`config.mk`:
```
export PLATFORM = sky130hd
export DESIGN_NAME = acs_frame_scheduler_flat
export DESIGN_NICKNAME = d
export VERILOG_FILES = /design/src/rtl/acs_frame_scheduler_if.sv /design/src/rtl/acs_frame_scheduler.sv /design/src/flat_wrapper.sv
export SDC_FILE = /design/constraint.sdc
export NUM_CORES = 1
export LEC_CHECK = 0
export BUFFER_PORTS_ARGS = -buffer_cell sky130_fd_sc_hd__buf_4
export CORE_AREA = 5 5 102 80
export DETAILED_ROUTE_END_ITERATION = 12
export DIE_AREA = 0 0 107 85
export GPL_TIMING_DRIVEN = 0
export HOLD_SLACK_MARGIN = 0.05
export PLACE_DENSITY_LB_ADDON = 0.15
export SLEW_MARGIN = 5
export SYNTH_ARGS = -nofsm -noshare
export SYNTH_HDL_FRONTEND = slang
export SYNTH_SLANG_ARGS = --single-unit
```
`constraint.sdc`:
```
create_clock -name clk_i -period 3.3 [get_ports clk_i]
set_input_delay 0.66 -clock clk_i [delete_from_list [all_inputs] [get_ports clk_i]]
set_output_delay 0.66 -clock clk_i [all_outputs]
set_load 0.05 [all_outputs]
```
`src/rtl/acs_frame_scheduler_if.sv`:
```
// Bundle of all scheduler-facing handshake and bus signals (BM unit, ACS array, survivor memory, traceback).
// Signal names carry the scheduler's point of view: *_i are driven into the scheduler, *_o come out of it.
// master = the scheduler itself, slave = the surrounding datapath / environment.
interface acs_frame_scheduler_if #(
  parameter int WIDTH_BM = 9,
  parameter int FRAME_W  = 10
);
  // frame control
  logic                       en_i;
  logic                       start_i;
  logic [FRAME_W-1:0]         frame_len_i;
  logic                       tail_biting_en_i;
  // branch-metric unit
  logic                       bm_valid_i;
  logic                       bm_ready_o;
  logic                       replay_o;
  // ACS array
  logic                       acs_en_o;
  logic                       acs_bm_valid_o;
  logic [1:0]                 register_num_o;
  logic                       acs_valid_i;
  logic signed [WIDTH_BM-1:0] pm_max_i;
  logic                       norm_o;
  // survivor-path memory
  logic                       sp_wr_en_o;
  logic [FRAME_W-1:0]         sp_wr_addr_o;
  // traceback and status
  logic                       tb_start_o;
  logic                       tb_done_i;
  logic                       busy_o;
  logic                       done_o;
  logic                       err_o;

  modport master (
    input  en_i, start_i, frame_len_i, tail_biting_en_i,
    input  bm_valid_i, acs_valid_i, pm_max_i, tb_done_i,
    output bm_ready_o, replay_o, acs_en_o, acs_bm_valid_o, register_num_o, norm_o,
    output sp_wr_en_o, sp_wr_addr_o, tb_start_o, busy_o, done_o, err_o
  );

  modport slave (
    output en_i, start_i, frame_len_i, tail_biting_en_i,
    output bm_valid_i, acs_valid_i, pm_max_i, tb_done_i,
    input  bm_ready_o, replay_o, acs_en_o, acs_bm_valid_o, register_num_o, norm_o,
    input  sp_wr_en_o, sp_wr_addr_o, tb_start_o, busy_o, done_o, err_o
  );
endinterface

```
`src/rtl/acs_frame_scheduler.sv`:
```
// Frame sequencer for the Viterbi ACS array: gates BM symbols, rotates the PM bank, writes survivors, starts traceback.
// Latency: symbol accept is combinational; survivor write strobe and all pulses are registered, 1 cycle after their cause.
// Backpressure: bm_ready_o only in RUN, dropped for one cycle while a normalisation pulse is out; en_i low aborts at once.
module acs_frame_scheduler #(
  parameter int WIDTH_BM    = 9,
  parameter int FRAME_W     = 10,
  parameter int NORM_THRESH = 96
) (
  input  logic                  clk_i,
  input  logic                  rst_an_i,
  acs_frame_scheduler_if.master bus
);

  typedef enum logic [2:0] {S_IDLE, S_RUN, S_DRAIN, S_WRAP, S_TB} state_t;

  localparam logic [FRAME_W-1:0]         ONE    = FRAME_W'(1);
  localparam logic signed [WIDTH_BM-1:0] THRESH = WIDTH_BM'(NORM_THRESH);

  state_t             state_q;
  logic [FRAME_W-1:0] len_q;
  logic               tb_en_q;
  logic               pass_q;
  logic [FRAME_W-1:0] sym_cnt_q;     // symbols accepted in this pass
  logic [FRAME_W-1:0] vld_cnt_q;     // ACS results seen in this pass
  logic [FRAME_W-1:0] wr_ptr_q;      // next survivor address to write
  logic [FRAME_W-1:0] sp_wr_addr_q;  // address of the write being strobed / last write
  logic [1:0]         register_num_q;
  logic               replay_q;
  logic               norm_q;
  logic               sp_wr_en_q;
  logic               tb_start_q;
  logic               done_q;
  logic               err_q;

  logic               bm_ready_d;
  logic               accept_d;
  logic               last_sym_d;
  logic               last_vld_d;
  logic               norm_d;
  logic               sp_wr_en_d;
  logic [FRAME_W-1:0] len_m1_d;
  logic [FRAME_W-1:0] wr_ptr_d;

  // Handshake decode and next values for the counters; a pending norm pulse blocks the next symbol.
  always_comb begin
    len_m1_d   = len_q - ONE;
    bm_ready_d = bus.en_i & (state_q == S_RUN) & ~norm_q;
    accept_d   = bm_ready_d & bus.bm_valid_i;
    last_sym_d = (sym_cnt_q == len_m1_d);
    last_vld_d = bus.acs_valid_i & (vld_cnt_q == len_m1_d);
    norm_d     = bus.acs_valid_i & (state_q != S_IDLE) & ($signed(bus.pm_max_i) > THRESH);
    sp_wr_en_d = bus.acs_valid_i & ((state_q == S_RUN) | (state_q == S_DRAIN));
    wr_ptr_d   = (wr_ptr_q == len_m1_d) ? '0 : wr_ptr_q + ONE;
  end

  // Frame FSM with registered pulses; reset and a dropped enable both discard the frame.
  always_ff @(posedge clk_i) begin
    if (!rst_an_i || !bus.en_i) begin
      state_q        <= S_IDLE;
      len_q          <= '0;
      tb_en_q        <= 1'b0;
      pass_q         <= 1'b0;
      sym_cnt_q      <= '0;
      vld_cnt_q      <= '0;
      wr_ptr_q       <= '0;
      sp_wr_addr_q   <= '0;
      register_num_q <= 2'd0;
      replay_q       <= 1'b0;
      norm_q         <= 1'b0;
      sp_wr_en_q     <= 1'b0;
      tb_start_q     <= 1'b0;
      done_q         <= 1'b0;
      err_q          <= 1'b0;
    end else begin
      replay_q   <= 1'b0;
      tb_start_q <= 1'b0;
      done_q     <= 1'b0;
      err_q      <= 1'b0;
      norm_q     <= norm_d;
      sp_wr_en_q <= sp_wr_en_d;

      // sp_wr_addr_q keeps the written address so it still points at the last survivor in TB
      if (sp_wr_en_d) begin
        sp_wr_addr_q <= wr_ptr_q;
        wr_ptr_q     <= wr_ptr_d;
        vld_cnt_q    <= vld_cnt_q + ONE;
      end

      if (accept_d) begin
        register_num_q <= register_num_q + 2'd1;
        sym_cnt_q      <= sym_cnt_q + ONE;
      end

      case (state_q)
        S_IDLE: begin
          if (bus.start_i) begin
            if (bus.frame_len_i == '0) begin
              err_q <= 1'b1;
            end else begin
              len_q          <= bus.frame_len_i;
              tb_en_q        <= bus.tail_biting_en_i;
              pass_q         <= 1'b0;
              sym_cnt_q      <= '0;
              vld_cnt_q      <= '0;
              wr_ptr_q       <= '0;
              sp_wr_addr_q   <= '0;
              register_num_q <= 2'd0;
              state_q        <= S_RUN;
            end
          end
        end
        S_RUN: begin
          if (accept_d && last_sym_d) state_q <= S_DRAIN;
        end
        S_DRAIN: begin
          if (last_vld_d) begin
            if (tb_en_q && !pass_q) begin
              replay_q <= 1'b1;
              state_q  <= S_WRAP;
            end else begin
              tb_start_q <= 1'b1;
              state_q    <= S_TB;
            end
          end
        end
        S_WRAP: begin
          // second pass starts from symbol 0 with the path metrics carried over
          pass_q         <= 1'b1;
          sym_cnt_q      <= '0;
          vld_cnt_q      <= '0;
          wr_ptr_q       <= '0;
          sp_wr_addr_q   <= '0;
          register_num_q <= 2'd0;
          state_q        <= S_RUN;
        end
        S_TB: begin
          if (bus.tb_done_i) begin
            done_q  <= 1'b1;
            state_q <= S_IDLE;
          end
        end
        default: state_q <= S_IDLE;
      endcase
    end
  end

  assign bus.bm_ready_o     = bm_ready_d;
  assign bus.acs_bm_valid_o = accept_d;
  assign bus.acs_en_o       = bus.en_i & (state_q != S_IDLE);
  assign bus.register_num_o = register_num_q;
  assign bus.replay_o       = replay_q;
  assign bus.norm_o         = norm_q;
  assign bus.sp_wr_en_o     = sp_wr_en_q;
  assign bus.sp_wr_addr_o   = sp_wr_addr_q;
  assign bus.tb_start_o     = tb_start_q;
  assign bus.busy_o         = (state_q != S_IDLE);
  assign bus.done_o         = done_q;
  assign bus.err_o          = err_q;

endmodule

```
`src/flat_wrapper.sv`:
```
// flat-port wrapper written by rule: the top's interface ports become plain ports
module acs_frame_scheduler_flat 
#(
  parameter int WIDTH_BM    = 9,
  parameter int FRAME_W     = 10,
  parameter int NORM_THRESH = 96
)
  (clk_i, rst_an_i, bus_en_i, bus_start_i, bus_frame_len_i, bus_tail_biting_en_i, bus_bm_valid_i, bus_acs_valid_i, bus_pm_max_i, bus_tb_done_i, bus_bm_ready_o, bus_replay_o, bus_acs_en_o, bus_acs_bm_valid_o, bus_register_num_o, bus_norm_o, bus_sp_wr_en_o, bus_sp_wr_addr_o, bus_tb_start_o, bus_busy_o, bus_done_o, bus_err_o);
  acs_frame_scheduler_if #(.WIDTH_BM(WIDTH_BM), .FRAME_W(FRAME_W)) bus_i ();
  input  logic clk_i;
  input  logic rst_an_i;
  input wire logic [$bits(bus_i.en_i)-1:0] bus_en_i;
  input wire logic [$bits(bus_i.start_i)-1:0] bus_start_i;
  input wire logic [$bits(bus_i.frame_len_i)-1:0] bus_frame_len_i;
  input wire logic [$bits(bus_i.tail_biting_en_i)-1:0] bus_tail_biting_en_i;
  input wire logic [$bits(bus_i.bm_valid_i)-1:0] bus_bm_valid_i;
  input wire logic [$bits(bus_i.acs_valid_i)-1:0] bus_acs_valid_i;
  input wire logic [$bits(bus_i.pm_max_i)-1:0] bus_pm_max_i;
  input wire logic [$bits(bus_i.tb_done_i)-1:0] bus_tb_done_i;
  output wire logic [$bits(bus_i.bm_ready_o)-1:0] bus_bm_ready_o;
  output wire logic [$bits(bus_i.replay_o)-1:0] bus_replay_o;
  output wire logic [$bits(bus_i.acs_en_o)-1:0] bus_acs_en_o;
  output wire logic [$bits(bus_i.acs_bm_valid_o)-1:0] bus_acs_bm_valid_o;
  output wire logic [$bits(bus_i.register_num_o)-1:0] bus_register_num_o;
  output wire logic [$bits(bus_i.norm_o)-1:0] bus_norm_o;
  output wire logic [$bits(bus_i.sp_wr_en_o)-1:0] bus_sp_wr_en_o;
  output wire logic [$bits(bus_i.sp_wr_addr_o)-1:0] bus_sp_wr_addr_o;
  output wire logic [$bits(bus_i.tb_start_o)-1:0] bus_tb_start_o;
  output wire logic [$bits(bus_i.busy_o)-1:0] bus_busy_o;
  output wire logic [$bits(bus_i.done_o)-1:0] bus_done_o;
  output wire logic [$bits(bus_i.err_o)-1:0] bus_err_o;
  assign bus_i.en_i = bus_en_i;
  assign bus_i.start_i = bus_start_i;
  assign bus_i.frame_len_i = bus_frame_len_i;
  assign bus_i.tail_biting_en_i = bus_tail_biting_en_i;
  assign bus_i.bm_valid_i = bus_bm_valid_i;
  assign bus_i.acs_valid_i = bus_acs_valid_i;
  assign bus_i.pm_max_i = bus_pm_max_i;
  assign bus_i.tb_done_i = bus_tb_done_i;
  assign bus_bm_ready_o = bus_i.bm_ready_o;
  assign bus_replay_o = bus_i.replay_o;
  assign bus_acs_en_o = bus_i.acs_en_o;
  assign bus_acs_bm_valid_o = bus_i.acs_bm_valid_o;
  assign bus_register_num_o = bus_i.register_num_o;
  assign bus_norm_o = bus_i.norm_o;
  assign bus_sp_wr_en_o = bus_i.sp_wr_en_o;
  assign bus_sp_wr_addr_o = bus_i.sp_wr_addr_o;
  assign bus_tb_start_o = bus_i.tb_start_o;
  assign bus_busy_o = bus_i.busy_o;
  assign bus_done_o = bus_i.done_o;
  assign bus_err_o = bus_i.err_o;
  acs_frame_scheduler #(.WIDTH_BM(WIDTH_BM), .FRAME_W(FRAME_W), .NORM_THRESH(NORM_THRESH)) u_core (.clk_i(clk_i), .rst_an_i(rst_an_i), .bus(bus_i));
endmodule
```
==> metrics.md <==
| Metric | Value |
|---|---|
| Flop-to-flop setup slack | 0.19 ns |
| RR Startpoint | u_core.len_q[0] |
| Top Ports | 49 |
| Min-Delay Path Depth | 2 |
| Setup_tns | 0 ns |
| Std cell rows | 27 |
| Gr usage total | 19.14% |
| Run status | completed |
| Skew final | 0.009885 ns |
| CP endpoint kind | flip-flop |
| Die span in y | 85 um |
| RSZ-0062 raised after global routing | false |
| Clock sinks | 63 |
| DP HPWL | 6227 um |
| Nets | 500 |
| DR iter-0 viols | 136 |
| Max Slew Vio Count | 0 |
| Layout cells sized above 1 | 17.97% |
| Worst-path clk slew | 0.07 ns |
| CP delay by family, top | simple AND/OR/NAND/NOR gates |
| Post-synth EDFFs | 0 |
| PostCTS Resize Cnt | 0 |
| Synth-to-layout area growth | 20.24% |
| Mean Syn Cell Area | 8.429 um2 |
| Pre-CTS setup slack | 0.2846 ns |
| Avg WL per Cell | 14.90 um |
| Most common cell after layout, fill and taps aside | dfxtp_1 |
| Routability Congestion | 0.9325 |
| Leakage | 1.555 nW |
| Cell seen most often among critical-path stages | nor4_1 |
| Initial antenna violation count | 0 |
| Die area | 9095 um2 |
| DP Cell Count | 545 |
| Cell breakdown of the critical path | buf_2 > inv_1 > ha_1 > nor3b_1 > mux2_2 > a311o_1 > nor4_1 > nand3_1 > nor4_1 |
| PortBufs | 48 |
| Reg2reg end | u_core.bus.tb_start_o |
| Crit path time final | 3.112 ns |
| Syn_nets | 441 |
| Seq/Total Area, Yosys | 36.50% |
| Synthesized instance count | 410 |
| Seq pwr share | 43.6% |
| Pint | 1.345 mW |
| Crit path depth | 9 |
| Worst-margin pin slew | 0.6948 ns |
| #FFs+latches synth | 63 |
| Yosys warns | 0 |
| Power per cell area | 425.9 nW/um2 |
| Post-Layout Cell Count | 560 |
| Final wirelength | 8342 um |
| Largest net degree at the start of global routing | 11 |
| Fmax | 321.3 MHz |
| Detailed-router iteration count before antenna repair | 4 |
| H-tree levels | 3 |
| Detailed-route via count | 3001 |
| Clk pwr share | 44.1% |
| Kind of critical path | flip-flop to flip-flop |
| Worst Path Buf+Inv | 2 |
| CTS tree | built |
| Worst hold start | u_core.bus.sp_wr_addr_o[3] |
| Clk buf depth | 2 |
| Hold Crit Class | flip-flop to flip-flop |
| R2r worst-path depth | 9 |
| Antenna cells | 0 |
| Sw Share | 24.01% |
| Net Switching | 0.4248 mW |
| Worst setup margin | 0.1877 ns |
| Tcrit/Tclk final | 94.31% |
| Rel. slew slack | 53.25% |
| Cell Area, Placed | 3925 um2 |
| Final Setup Violations | 0 |
| Finished Cell Area | 4155 um2 |
| Max-cap violation count | 0 |
| Peak VDD IR | 0.2907 mV |
| Critical-path top delay cell | nor4_1 |
| Initial core utilization | 48.71% |
| Worst setup SP type | flip-flop |
| Hold_buf cts | 0 |
| Ys flop type | dfxtp_1 |
| Worst hold path endpoint | u_core.bus.sp_wr_addr_o[3] |
| Gr ovfl total | 0 |
| Clock root buffer master | clkbuf_8 |
| Fin. Hold Viols | 0 |
| Crit path max fanout | 10 |
| Routed Antenna Nets | 0 |
| Yosys cell types | 49 |
| Core ar. | 7094 um2 |
| Critical Path AT | 3.37 ns |
| Comb pwr share | 12.4% |
| First-pass GRT wire length | 13990 um |
| Post-CTS Setup Inserts | 0 |
| Cell Area, Synth | 3456 um2 |
| Post-synth ARST share | 0% |
| WP data required | 3.56 ns |
| Vias in the first global route | 2882 |
| CP peak stage delay | 0.63 ns |
| Die W | 107 um |
| Vias per inst | 5.359 |
| Commonest cells after routing, fill and taps aside | dfxtp_1 (63), nor2_1 (52), buf_4 (48), nand2_1 (45), xnor2_1 (32) |
| Drc violations | 0 |
| Worst skew pair latency | 0.35 ns |
| Number of buffers created by CTS | 9 |
-- logic make-up (layout without fill, tap and decap cells) --
group | after synthesis | after routing | share of synthesized area (%)
adders and majority gates | 4 | 4 | 1.448
buffers and inverters | 38 | 101 | 4.924
muxes | 14 | 14 | 4.091
and+or+nand+nor | 181 | 181 | 27.23
xor gates and xnor gates | 59 | 59 | 16.15
DFF | 63 | 63 | 36.50
AOI/OAI and AO/OA | 51 | 51 | 9.667
-- cells in the mapped netlist (5+ instances only) --
library cell / number / share of area (%)
nor3b_1: 5 / 1.1
or3_1: 6 / 1.1
nand3_1: 12 / 1.7
nor2_1: 52 / 5.6
xor2_1: 24 / 6.1
buf_2: 10 / 1.4
clkbuf_1: 16 / 1.7
nor2b_1: 5 / 0.91
a21oi_1: 22 / 3.2
nand4_1: 13 / 2.4
nor4_1: 8 / 1.4
xnor2_1: 32 / 8.1
dfxtp_1: 63 / 36
inv_1: 10 / 1.1
nor3_1: 12 / 1.7
nand2_1: 45 / 4.9
mux2i_1: 13 / 3.8
-- layer usage --
metal | track usage (%) | part of all wire [%] | wire, um | vias up
met3 | 5.551 | 6.9 | 577 | 8
li1 | - | - | - | 1535
met1 | 25.91 | 48 | 4012 | 1386
met4 | 5.807 | 1.1 | 91 | 0
met2 | 29.60 | 44 | 3661 | 72
met5 | 0 | 0 | 0 | -
-- power groups by stage --
stage,clock network (mW),registers (mW),logic [mW]
detailed placement,0,0.788,0.217
CTS,0.787,0.771,0.219
floorplan,0,0.787,0.153
global route,0.827,0.771,0.237
finish,0.780,0.771,0.219
global placement,0,0.788,0.213
-- worst max-delay path by stage --
stage                                  to             from  slack, ns
floorplan               u_core.state_q[1]  u_core.len_q[0]       0.78
global placement    u_core.bus.tb_start_o  u_core.len_q[0]       0.39
detailed placement  u_core.bus.tb_start_o  u_core.len_q[0]       0.28
CTS                 u_core.bus.tb_start_o  u_core.len_q[0]       0.25
global route        u_core.bus.tb_start_o  u_core.len_q[0]       0.08
finish              u_core.bus.tb_start_o  u_core.len_q[0]       0.19
-- cell type report --
type,count,area [um2]
plain buffers,28,132.6
clock buffers,12,165.2
clock inverters,3,65.06
fillers,652,2939
inverters,10,37.54
multi-input cells,309,2024
flip-flops and latches,63,1261
well taps,87,108.9
repair buffers,48,360.3
-- through the flow --
step | power, mW | hold slack, ns | util, %
final | 1.770 | 0.4552 | 58.57
after global routing | 1.834 | 0.4728 | 58.57
after CTS | 1.777 | 0.4555 | 58.57
after detailed placement | 1.005 | 0.4470 | 55.33
after global placement | 1.001 | 0.4451 | 55.33
after floorplan | 0.9403 | 0.4505 | -
-- registers in the layout, indices dropped and copies added (netlist names), 2 cells and up --
name,flops
u_core.bus.sp_wr_addr_o,10
u_core.sym_cnt_q,10
u_core.len_q,10
u_core.bus.register_num_o,2
u_core.wr_ptr_q,10
u_core.vld_cnt_q,10
u_core.state_q,3
-- worst min-delay path, stage by stage (launching register included) --
cell and delay, ns:
dfxtp_1 0.31, nand2_1 0.05, a21oi_1 0.05
No activity file was read; power rests on OpenSTA's default activity.
